===== src/rtl/imem_loader_pkg.sv =====
`default_nettype none
// ============================================================================
// Module   : imem_loader_pkg
// Purpose  : Shared types and constants for the imem loader:
//            - the loader state encoding
//            - the fixed bytes-per-word value
//            - the width of the frame word-count header
// Ports    : none (package)
// Revision : 1.0 - initial release
// ============================================================================
package imem_loader_pkg;

  localparam int BYTES_PER_WORD = 4;
  localparam int COUNT_WIDTH    = 16;

  typedef enum logic [2:0] {
    ST_HDR_HI = 3'd0,
    ST_HDR_LO = 3'd1,
    ST_DATA   = 3'd2,
    ST_CSUM   = 3'd3,
    ST_DONE   = 3'd4,
    ST_ERR    = 3'd5
  } state_t;

endpackage
`default_nettype wire


===== src/rtl/imem_loader_word_assembler.sv =====
`default_nettype none
// ============================================================================
// Module   : word_assembler
// Purpose  : Packs four MSB-first stream bytes into one 32-bit instruction word.
// Ports    : clock      - rising-edge clock
//            clear      - synchronous clear of byte counter and shift register
//            shift_en   - a byte is accepted this cycle
//            byte_in    - stream byte
//            word       - assembled word (valid while word_valid is high)
//            word_valid - high in the cycle the 4th byte of a word is accepted
// Revision : 1.0 - initial release
// ============================================================================
module word_assembler
  import imem_loader_pkg::*;
(
  input  logic        clock,
  input  logic        clear,
  input  logic        shift_en,
  input  logic [7:0]  byte_in,
  output logic [31:0] word,
  output logic        word_valid
);

  logic [1:0]  byte_count;
  // Only the first three bytes need storage; the 4th byte is taken straight
  // from byte_in so the full word is available in the cycle it arrives.
  logic [23:0] shift_reg;

  always_ff @(posedge clock) begin
    if (clear) begin
      byte_count <= 2'd0;
      shift_reg  <= 24'd0;
    end else if (shift_en) begin
      byte_count <= byte_count + 2'd1;
      shift_reg  <= {shift_reg[15:0], byte_in};
    end
  end

  assign word       = {shift_reg, byte_in};
  assign word_valid = shift_en && (byte_count == 2'(BYTES_PER_WORD - 1));

endmodule
`default_nettype wire


===== src/rtl/imem_loader.sv =====
`default_nettype none
// ============================================================================
// Module   : imem_loader
// Purpose  : Writer side of the instruction memory. Receives a framed byte
//            stream (16-bit word count, high byte first, then the words MSB
//            first), writes each word into imem and holds the processor in
//            reset until the image is complete.
//            Optional macro IMEM_LOADER_CHECKSUM_EN adds a trailing XOR
//            checksum byte that must match for the load to succeed.
// Ports    : clock, reset          - clock / synchronous active-high reset
//            start                 - re-arm pulse (honoured in DONE / ERR only)
//            byte_in, byte_valid   - stream input
//            byte_ready            - loader can accept a byte
//            wr_address, wr_data   - imem write port address / data
//            wr_en                 - one-cycle write strobe per word
//            hold_processor        - processor reset while loading
//            done, error           - load status levels
// Revision : 1.0 - initial release
// ============================================================================
module imem_loader
  import imem_loader_pkg::*;
#(
  parameter int ADDR_WIDTH = 12,
  parameter int DATA_WIDTH = 32,   // fixed: four bytes per word
  parameter int BASE_ADDR  = 0
) (
  input  logic                  clock,
  input  logic                  reset,
  input  logic                  start,
  input  logic [7:0]            byte_in,
  input  logic                  byte_valid,
  output logic                  byte_ready,
  output logic [ADDR_WIDTH-1:0] wr_address,
  output logic [DATA_WIDTH-1:0] wr_data,
  output logic                  wr_en,
  output logic                  hold_processor,
  output logic                  done,
  output logic                  error
);

  // Word counts are compared in a width wide enough for both the 16-bit
  // header and 2^ADDR_WIDTH.
  localparam int          CMP_WIDTH = 33;
  localparam logic [32:0] MAX_WORDS = 33'd1 << ADDR_WIDTH;

  state_t                 state;
  state_t                 state_next;
  logic [7:0]             count_hi;
  logic [COUNT_WIDTH-1:0] word_count;
  logic [ADDR_WIDTH-1:0]  index;

  logic                   accept;
  logic                   rearm;
  logic                   clear;
  logic                   data_shift;
  logic                   word_valid;
  logic [31:0]            word;
  logic [CMP_WIDTH-1:0]   hdr_count;
  logic                   last_word;
  logic                   too_big;

  assign accept     = byte_valid && byte_ready;
  assign rearm      = start && (state == ST_DONE || state == ST_ERR);
  assign clear      = reset || rearm;
  assign data_shift = accept && (state == ST_DATA);
  assign hdr_count  = CMP_WIDTH'({count_hi, byte_in});
  assign too_big    = hdr_count > MAX_WORDS;
  assign last_word  = (CMP_WIDTH'(index) + 33'd1) == CMP_WIDTH'(word_count);

  word_assembler u_word_assembler (
    .clock      (clock),
    .clear      (clear),
    .shift_en   (data_shift),
    .byte_in    (byte_in),
    .word       (word),
    .word_valid (word_valid)
  );

`ifdef IMEM_LOADER_CHECKSUM_EN
  // Running XOR of every header and data byte; the CSUM byte must equal it.
  logic [7:0] csum;

  always_ff @(posedge clock) begin
    if (clear) begin
      csum <= 8'd0;
    end else if (accept && state != ST_CSUM) begin
      csum <= csum ^ byte_in;
    end
  end
`endif

  // State register
  always_ff @(posedge clock) begin
    if (reset) begin
      state <= ST_HDR_HI;
    end else begin
      state <= state_next;
    end
  end

  // Next state and status outputs. byte_ready is 1 in every accepting state,
  // so byte_valid alone stands for a transfer here (reset overrides it).
  always_comb begin
    state_next     = state;
    byte_ready     = 1'b0;
    done           = 1'b0;
    error          = 1'b0;
    hold_processor = 1'b1;
    case (state)
      ST_HDR_HI: begin
        byte_ready = 1'b1;
        if (byte_valid) begin
          state_next = ST_HDR_LO;
        end
      end
      ST_HDR_LO: begin
        byte_ready = 1'b1;
        if (byte_valid) begin
          if (hdr_count == '0) begin
            state_next = ST_DONE;
          end else if (too_big) begin
            state_next = ST_ERR;
          end else begin
            state_next = ST_DATA;
          end
        end
      end
      ST_DATA: begin
        byte_ready = 1'b1;
        if (word_valid && last_word) begin
`ifdef IMEM_LOADER_CHECKSUM_EN
          state_next = ST_CSUM;
`else
          state_next = ST_DONE;
`endif
        end
      end
`ifdef IMEM_LOADER_CHECKSUM_EN
      ST_CSUM: begin
        byte_ready = 1'b1;
        if (byte_valid) begin
          state_next = (byte_in == csum) ? ST_DONE : ST_ERR;
        end
      end
`endif
      ST_DONE: begin
        done           = 1'b1;
        hold_processor = 1'b0;
        if (start) begin
          state_next = ST_HDR_HI;
        end
      end
      ST_ERR: begin
        error = 1'b1;
        if (start) begin
          state_next = ST_HDR_HI;
        end
      end
      default: begin
        state_next = ST_HDR_HI;
      end
    endcase
    // The status levels read as their reset values during the reset cycle.
    if (reset) begin
      byte_ready     = 1'b0;
      done           = 1'b0;
      error          = 1'b0;
      hold_processor = 1'b1;
    end
  end

  // Header capture and registered imem write port
  always_ff @(posedge clock) begin
    if (reset) begin
      count_hi   <= 8'd0;
      word_count <= '0;
      index      <= '0;
      wr_en      <= 1'b0;
      wr_address <= ADDR_WIDTH'(BASE_ADDR);
      wr_data    <= '0;
    end else begin
      wr_en <= 1'b0;
      if (accept && state == ST_HDR_HI) begin
        count_hi <= byte_in;
      end
      if (accept && state == ST_HDR_LO) begin
        word_count <= {count_hi, byte_in};
        index      <= '0;
      end
      if (word_valid) begin
        wr_en      <= 1'b1;
        wr_data    <= word;
        // Address wraps naturally in ADDR_WIDTH bits.
        wr_address <= ADDR_WIDTH'(BASE_ADDR) + index;
        index      <= index + 1'b1;
      end
    end
  end

endmodule
`default_nettype wire


===== config.mk =====
export PLATFORM = sky130hd
export DESIGN_NAME = imem_loader
export DESIGN_NICKNAME = d
export VERILOG_FILES = /design/src/rtl/imem_loader_pkg.sv /design/src/rtl/imem_loader_word_assembler.sv /design/src/rtl/imem_loader.sv
export SDC_FILE = /design/constraint.sdc
export NUM_CORES = 1
export LEC_CHECK = 0
export CAP_MARGIN = 40
export CORE_UTILIZATION = 55
export DETAILED_ROUTE_END_ITERATION = 10
export PLACE_DENSITY = 0.92
export SLEW_MARGIN = 30
export SYNTH_ARGS = -nofsm -noshare
export SYNTH_HDL_FRONTEND = slang
export SYNTH_SLANG_ARGS = --single-unit

===== constraint.sdc =====
create_clock -name clock -period 6.4 [get_ports clock]
set_input_delay 1.28 -clock clock [delete_from_list [all_inputs] [get_ports clock]]
set_output_delay 1.28 -clock clock [all_outputs]
set_load 0.005 [all_outputs]

==> flow_summary.ini <==
[status]
status = finished clean

[worst_setup_path]
required_ns = 5.12
slowest_delay_ns = 0.49
cp_max_fo = 66
critPathTopFamily = buffers and inverters
reg2reg_depth = 7
crit_type = in -> out
cp_slowest_cell = clkdlybuf4s50_1
critPathCaptureType = primary output
start_kind = input port
worstPathCellList = buf_2 > buf_4 > or3_1 > inv_1 > clkdlybuf4s50_1
path_buf_inv = 4
crit_cells = 5
cp.arrival_ns = 2.69

[detailed_routing]
avgViaCountPerCell = 5.745
drtAntennaViolNets = 0
drc = 0
wl_per_cell_um = 14.73
dr.pass1.iters = 7
drt-total-wl_um = 10440
via_count = 4073
drt_iter0_drc = 398

[sta]
finalSetupTns_ns = 0
worst_slew_pin_slew_ns = 0.8193
slew_violations = 0
post-route-min-period_ns = 3.966
fmax_ghz = 0.2522
skew_ns = 0.004958
setup_viol = 0
min_period_over_period_pct = 61.96
slew_headroom_pct = 45.25
hold_viol = 0
rsz0062_at_grt = no

[layout]
fillers = 618
syn2layout_area_growth_pct = 17.92
seq_area_sq_mm = 0.002202
mostFrequentLayoutCell = nand2_1
diodes = 0
largest_reg_flops = 32
drive_above_1_share_pct = 3.789
most-common-layout-cells = nand2_1, dfxtp_1, a21oi_1
nNetsFinal = 617
multi_input_area_sq_mm = 0.001999

[synth]
synth_nets = 580
syn_inst = 566
ys_warn_count = 0
syn_avg_cell_area_sq_um = 7.735
synth_top_cell_area_share_pct = 50.30
synth_top_area_cell = dfxtp_1
synth_area_leaders = dfxtp_1, nand2_1, a21oi_1
async_flop_share_pct = 0
synth_edf_count = 0
ys_types = 38
ys_seq_area_share_pct = 50.30
synth_flop_cell = dfxtp_1
netlist_area_sq_mm = 0.004378
synth-seq-cells = 110

[power]
pwr_density_cell_mw_per_mm2 = 222.0
finalPower_mw = 1.146
leakagePower_nw = 1.854
ir_drop_uv = 133.1

[place]
place_hpwl_um = 6814
port_buffers = 60
place_congestion = 0.8988

[floorplanning]
dieArea_sq_mm = 0.008321
core_sq_mm = 0.007727
std_cell_rows = 32
die_x_um = 91.22
fp.dieH_um = 91.22
start_util_pct = 56.65
ios = 61

[global_routing]
grt_pass1_vias = 3612
use_met2_pct = 40.91
grt_overflow = 0
grt_pass1_wl_um = 17130
grtUsageMet1_pct = 33.40
grt_max_degree = 67
antenna_found_initial = 0
grt_use_met3_pct = 5.779
grt_usage_pct = 25.87
grt_busiest_layer = met2

[clock_network]
ctsResizeCount = 0
cts_hold_buf = 0
clock_path_buffers = 2
cts_root_buffer = clkbuf_8
clkLatencyLatePin_ns = 0.37
clk_pin_slew_ns = 0.10
cts.sinks = 110
cts_buffers = 9
cts_setup_buffers = 0
h-tree-depth = 3
cts_tree = done

[job]
maxCapViolCount = 0

[worst_hold_path]
min_path_cells = 2
min_path_type = reg -> reg
-- kinds of logic after synthesis --
kind of cell | synth area share, %
and+or+nand+nor | 26.55
DFF | 50.30
AOI/OAI and AO/OA | 12.80
buffers and inverters | 4.144
xor gates and xnor gates | 3.801
muxes | 1.829
adders and majority gates | 0.5715
-- report_power, final --
group | total (mW) | internal (mW) | switching [mW]
Clock | 0.379 | 0.144 | 0.235
Sequential | 0.702 | 0.693 | 0.00923
Combinational | 0.0659 | 0.0241 | 0.0418
Total | 1.15 | 0.860 | 0.286
-- stage by stage --
stage / setup WS, ns / util (%) / hold WS, ns / std cells / instance area (sq um)
after floorplan: 3.215 / - / 0.4313 / 566 / 4378
after global placement: 2.434 / 64.46 / 0.4408 / 693 / 4981
after detailed placement: 2.430 / 64.46 / 0.4432 / 693 / 4981
after CTS: 2.429 / 66.66 / 0.4572 / 708 / 5151
after global routing: 2.317 / 66.81 / 0.4780 / 709 / 5162
final: 2.434 / 66.81 / 0.4574 / 709 / 5162
-- final cells by class --
class                           instances  share of cell area, %
Multi-Input combinational cell        410                  38.73
Clock buffer                            9                  2.399
Sequential cell                       110                  42.66
Inverter                                7                 0.5090
Timing Repair Buffer                   65                  12.34
Tap cell                              102                  2.472
Clock inverter                          6                 0.8968
-- synthesized netlist by cell type, types with 2 or more instances --
library cell,instances
buf_2,7
nor2_1,32
and2_1,2
a21oi_1,76
nand3b_1,3
nand2_1,186
nor4_1,7
and3_1,3
nand4_1,4
dfxtp_1,110
ha_1,2
a311oi_1,3
xnor2_1,13
inv_1,6
o21ai_0,11
xor2_1,6
buf_1,5
nand3_1,28
o211ai_1,2
clkbuf_1,27
nor3_1,9
mux2i_1,8
-- path summary, 6_finish.rpt --
kind | from | endpoint | slack, ns
max | reset | done | 2.43
min | wr_data[17] | wr_data[17] | 0.46
max reg2reg | index[0] | state[1] | 3.79
min reg2reg | wr_data[17] | wr_data[17] | 0.46
-- worst reg2reg max path, stage by stage, from the launching register on --
cell and delay (ns):
dfxtp_1 0.53, ha_1 0.32, nand3_1 0.32, nor3_1 0.55, xnor2_1 0.17, o2111ai_1 0.11, a311o_1 0.33, o2bb2ai_1 0.14
-- per-layer routing --
layer	share of wire, %	wire length [um]
met1	41	4240
met2	47	4869
met3	9.4	978
met4	3.4	355
met5	0	0
Power figures use the tool's default switching activity.
